$ cat src/rtl/park_exit_cashier.sv
// park_exit_cashier: exit-side fee, payment and bar controller; define PARK_GRACE_EN for a free-parking window
module park_exit_cashier #(
  parameter int TW           = 16,
  parameter int COST_W       = 16,
  parameter int FEE_PER_UNIT = 2,
  parameter int BAR_HOLD     = 8,
  parameter int GRACE        = 5
) (
  input  logic              clk,
  input  logic              rst,
  input  logic              sout,
  input  logic [TW-1:0]     now_time,
  input  logic              tkt_valid,
  input  logic [TW-1:0]     tkt_time,
  output logic              tkt_ready,
  input  logic              pay_valid,
  input  logic [COST_W-1:0] pay_amount,
  output logic [COST_W-1:0] cost,
  output logic              cost_valid,
  output logic [COST_W-1:0] change,
  output logic              bout,
  output logic              car_left
);
`ifdef PARK_GRACE_EN
  localparam bit GRACE_ON = 1'b1;
`else
  localparam bit GRACE_ON = 1'b0;
`endif
  localparam int HW = $clog2(BAR_HOLD + 2);
  localparam int PW = TW + COST_W;
  typedef enum logic [2:0] {IDLE, WAIT_TKT, CALC, WAIT_PAY, OPEN} state_t;
  state_t state, state_n;
  logic [TW-1:0] tkt_q, tkt_q_n, elapsed, units;
  logic [PW-1:0] prod;
  logic [COST_W:0] sum;
  logic [COST_W-1:0] fee, paid, paid_n, paid_upd, cost_n, change_n;
  logic [HW-1:0] hold, hold_n;
  logic cost_valid_n, bout_n, car_left_n, tkt_ready_n;
  assign elapsed  = now_time - tkt_q;
  assign units    = (elapsed == '0) ? TW'(1) : elapsed;
  assign prod     = PW'(units) * PW'(FEE_PER_UNIT);
  assign fee      = (|prod[PW-1:COST_W]) ? '1 : prod[COST_W-1:0];
  assign sum      = {1'b0, paid} + {1'b0, pay_amount};
  assign paid_upd = !pay_valid ? paid : (sum[COST_W] ? '1 : sum[COST_W-1:0]);
  // next-state and next registered outputs; every output is a flop fed from here
  always_comb begin
    state_n      = state;
    tkt_q_n      = tkt_q;
    paid_n       = paid;
    cost_n       = cost;
    cost_valid_n = cost_valid;
    change_n     = change;
    bout_n       = bout;
    hold_n       = hold;
    car_left_n   = 1'b0;
    case (state)
      IDLE: state_n = sout ? WAIT_TKT : IDLE;
      WAIT_TKT: begin
        if (tkt_valid) begin
          tkt_q_n = tkt_time;
          state_n = CALC;
        end else if (!sout) state_n = IDLE;
      end
      CALC: begin
        cost_valid_n = 1'b1;
        if (GRACE_ON && elapsed <= TW'(GRACE)) begin
          cost_n   = '0;
          change_n = '0;
          bout_n   = 1'b1;
          hold_n   = HW'(BAR_HOLD);
          state_n  = OPEN;
        end else begin
          cost_n  = fee;
          state_n = WAIT_PAY;
        end
      end
      WAIT_PAY: begin
        paid_n = paid_upd;
        if (pay_valid && paid_upd >= cost) begin
          change_n = paid_upd - cost;
          bout_n   = 1'b1;
          hold_n   = HW'(BAR_HOLD);
          state_n  = OPEN;
        end else if (!sout && paid_upd == '0) begin
          cost_n       = '0;
          cost_valid_n = 1'b0;
          state_n      = IDLE;
        end
      end
      OPEN: begin
        if (sout) hold_n = HW'(BAR_HOLD);
        else if (hold <= HW'(1)) begin
          car_left_n   = 1'b1;
          bout_n       = 1'b0;
          cost_n       = '0;
          cost_valid_n = 1'b0;
          change_n     = '0;
          paid_n       = '0;
          hold_n       = '0;
          state_n      = IDLE;
        end else hold_n = hold - HW'(1);
      end
      default: state_n = IDLE;
    endcase
    tkt_ready_n = (state_n == WAIT_TKT);
  end
  // state and output registers with synchronous active-low reset
  always_ff @(posedge clk) begin
    if (!rst) begin
      state      <= IDLE;
      tkt_q      <= '0;
      paid       <= '0;
      cost       <= '0;
      cost_valid <= 1'b0;
      change     <= '0;
      bout       <= 1'b0;
      hold       <= '0;
      car_left   <= 1'b0;
      tkt_ready  <= 1'b0;
    end else begin
      state      <= state_n;
      tkt_q      <= tkt_q_n;
      paid       <= paid_n;
      cost       <= cost_n;
      cost_valid <= cost_valid_n;
      change     <= change_n;
      bout       <= bout_n;
      hold       <= hold_n;
      car_left   <= car_left_n;
      tkt_ready  <= tkt_ready_n;
    end
  end
endmodule

$ cat config.mk
export PLATFORM = sky130hd
export DESIGN_NAME = park_exit_cashier
export DESIGN_NICKNAME = d
export VERILOG_FILES = /design/src/rtl/park_exit_cashier.sv
export SDC_FILE = /design/constraint.sdc
export NUM_CORES = 1
export LEC_CHECK = 0
export ABC_CLOCK_PERIOD_IN_PS = 7200
export CAP_MARGIN = 15
export CORE_ASPECT_RATIO = 1.5
export CORE_UTILIZATION = 45
export DETAILED_ROUTE_END_ITERATION = 7
export HOLD_SLACK_MARGIN = 0.06
export PLACE_DENSITY = 0.71
export RECOVER_POWER = 100
export SLEW_MARGIN = 10
export SYNTH_ARGS = -nofsm -noshare
export SYNTH_HDL_FRONTEND = slang
export SYNTH_SLANG_ARGS = --single-unit
$ cat constraint.sdc
create_clock -name clk -period 7.2 [get_ports clk]
set_input_delay 2.16 -clock clk [delete_from_list [all_inputs] [get_ports clk]]
set_output_delay 2.16 -clock clk [all_outputs]
set_load 0.01 [all_outputs]
==> results.yml <==
outcome:
  outcome: "finished, violations left"
  violations: "max-capacitance violations, max-slew violations"
timing:
  max_clock_freq_ghz: 0.1450
  timing.clock.skew_ns: 0.007471
  period_needed_ns: 6.895
  maxSlewViolCount: 54
  maxSlewHeadroom: -0.1673
  worstMarginPinSlew_ns: 1.751
  worst_hold_slack_ns: 0.4542
  rsz0062_at_grt: "no"
  post-route-period-util: 0.9576
  setup_viol: 0
  hold_viol: 0
synth:
  yosys_register_bits: 75
  synth_area_per_cell_um2: 7.794
  seq_area_frac_synth: 0.2643
  mappedNetlistNets: 834
  post_synth_num_cell_types: 70
  yosysWarnings: 0
  prevailing_post_synth_register_cell: "dfxtp_1"
  netlist_instances: 729
  synth_edf_count: 0
  post_synth_instance_area_um2: 5682
  async_reset_ff_frac: 0
placed_design:
  placedInstanceArea_um2: 6950
  numPlacedInstances: 983
  gp_congestion: 0.9336
  portBuffers: 88
  hpwl_mm: 14.22
clocking:
  cts_inserted_buffers: 9
  tritoncts_clock_tree: "done"
  cts-root-to-sink-buffers: 2
  clk_transition_reported_paths_ns: 0.06
  root_buffer: "clkbuf_16"
  post-cts-setup-buffers: 0
  htree_num_levels: 3
  clkSinkCount: 75
  insertion_delay_to_the_later_sink_of_the_worst_skew_pair_ns: 0.34
route:
  drt-wirelength-per-cell_um: 17.83
  remaining_drc_errors: 0
  detail_route.iter0.violations: 280
  detailroute.via_count: 5803
  vias_per_cell: 5.803
  drt_wl_total_mm: 17.83
  first_pass_iters: 5
  ant_nets: 0
cells_and_area:
  post_layout_net_count: 947
  mostFrequentLayoutCells: "dfxtp_1 (75), nand2_1 (74), nor2_1 (70)"
  layout.cells.most_common: "dfxtp_1"
  stdcell_area_um2: 7227
  filler_cell_count: 1124
  layout.cells.non_filler: 1000
  final_core_util: 0.5953
  fraction_of_final_layout_cells_with_drive_strength_greater_than_1: 0.09445
  area_growth_syn_to_layout_pct: 27.20
  antenna_cells: 0
  ff_latch_area_um2: 1501
  multi_input_comb_area_um2: 3886
floorplanning:
  chipWidth_um: 93.75
  effective_utilization_at_floorplan: 0.4680
  placement_rows: 49
  floorplan.die_area_um2: 13090
  die_height_um: 139.6
  pin_count: 89
  core_um2: 12140
global_route:
  grt_ovf: 0
  grt_antenna_before_repair: 0
  grt_use_total: 0.2817
  grt_first_pass_wirelength_mm: 28.61
  grt_start_max_net_pins: 54
  first_global_vias: 5873
pwr:
  power.density_nw_per_um2: 169.1
  power_switching_w: 0.0003798
  switching_part_of_the_total: 0.3107
  clockPowerShare: 0.350
  intPower_w: 0.0008424
  static-leakage-power_nw: 2.996
  irDropWorstVdd_mv: 0.1416
  share_comb_of_total_power: 0.290
  p_seq_frac: 0.360
setup_path:
  cp_data_arrival_time_ns: 7.05
  worst_ep_required_time_ns: 7.36
  class_of_the_most_critical_setup_path: "input pin to register"
  timing.critical_path.to_type: "register"
  worst-path-max-fanout: 12
  worst-r2r-cell-count: 21
  critPathLaunchType: "input pin"
run:
  maxCapViolations: 1
min_path:
  whs_path_depth: 2
  holdCritPathClass: "register to register"
## metrics by stage
step | TNS (ns) | setup WS [ns] | total power, W
2_1_floorplan | 0 | 0.3994 | 0.0006680
3_3_place_gp | -0.03897 | -0.008262 | 0.0007988
3_5_place_dp | -0.4179 | -0.08358 | 0.0008039
4_1_cts | 0 | 0.2578 | 0.001230
5_1_grt | 0 | 0.04083 | 0.001280
6_report | 0 | 0.3055 | 0.001222
## cells in the mapped netlist, types with 16 or more instances
master | number | area share
o21ai_0 | 32 | 0.028
nand3_1 | 20 | 0.018
inv_1 | 44 | 0.029
a21o_1 | 20 | 0.026
a21oi_1 | 65 | 0.057
ha_1 | 49 | 0.11
dfxtp_1 | 75 | 0.26
clkbuf_1 | 24 | 0.016
nand2_1 | 74 | 0.049
xnor2_1 | 20 | 0.031
nor2_1 | 70 | 0.046
a31oi_1 | 16 | 0.018
## power groups by stage
stage / Sequential [W] / Clock (W) / Combinational (W)
6_report: 0.000440 / 0.000427 / 0.000355
5_1_grt: 0.000442 / 0.000448 / 0.000390
4_1_cts: 0.000441 / 0.000432 / 0.000357
3_5_place_dp: 0.000450 / 0 / 0.000354
3_3_place_gp: 0.000449 / 0 / 0.000349
2_1_floorplan: 0.000449 / 0 / 0.000219
## sequential cells by signal, summed over array words and instances, names as in the netlist
| name | flops |
|---|---|
| change | 16 |
| cost | 16 |
| paid | 16 |
| tkt_q | 16 |
| hold | 4 |
| state | 3 |
| bout | 1 |
| car_left | 1 |
| cost_valid | 1 |
| tkt_ready | 1 |
## cell families (layout without fill, tap and decap cells)
kind of cell,count (synthesis),in the layout,synth area share
compound gates,243,244,0.3039
xor+xnor,31,31,0.04779
fa+ha+maj,52,52,0.1185
buf+inv,77,194,0.05461
flops,75,75,0.2643
mux,1,1,0.001762
simple gates,250,250,0.2092
## worst max-delay path, cell delays in order
cell and delay [ns]:
clkdlybuf4s50_1 0.41, ha_1 0.25, fa_1 0.41, a211oi_2 0.28, o21ai_2 0.12, a31o_1 0.22
a21oi_1 0.17, xnor2_1 0.10, or2_2 0.29, and2_0 0.15, ha_1 0.29, inv_1 0.07
o21bai_1 0.08, a2111o_1 0.39, or4_1 0.41, a31o_2 0.28, clkbuf_1 0.15, nand3_1 0.19
clkbuf_2 0.30, nor3_1 0.10, a31oi_1 0.16, nor2_1 0.05
## metal layers
| layer | track usage | share of wire | up-vias |
|---|---|---|---|
| li1 | - | - | 2875 |
| met1 | 0.2712 | 0.36 | 2742 |
| met2 | 0.5651 | 0.57 | 152 |
| met3 | 0.04153 | 0.040 | 34 |
| met4 | 0.1231 | 0.037 | 0 |
| met5 | 0 | 0 | - |
## layout make-up
class / instances / area share
multi-input combinational: 578 / 0.5377
sequential: 75 / 0.2078
timing repair buffer: 133 / 0.1657
clock buffer: 12 / 0.03549
tap: 153 / 0.02649
inverter: 45 / 0.02337
clock inverter: 4 / 0.003463
## worst paths after layout
kind / from / slack [ns] / to
min: bout$_SDFFE_PN0P_ / 0.45 / bout$_SDFFE_PN0P_
max reg2reg: paid[0]$_SDFFE_PN0P_ / 2.17 / change[2]$_SDFFE_PN0P_
min reg2reg: bout$_SDFFE_PN0P_ / 0.45 / bout$_SDFFE_PN0P_
max: pay_amount[0] / 0.31 / change[2]$_SDFFE_PN0P_
## repair_timing
action                                  CTS  global route
hold buffers                              0             0
resized for setup                         0             2
endpoints found under the setup margin    0             6
Power figures use the tool's default switching activity.
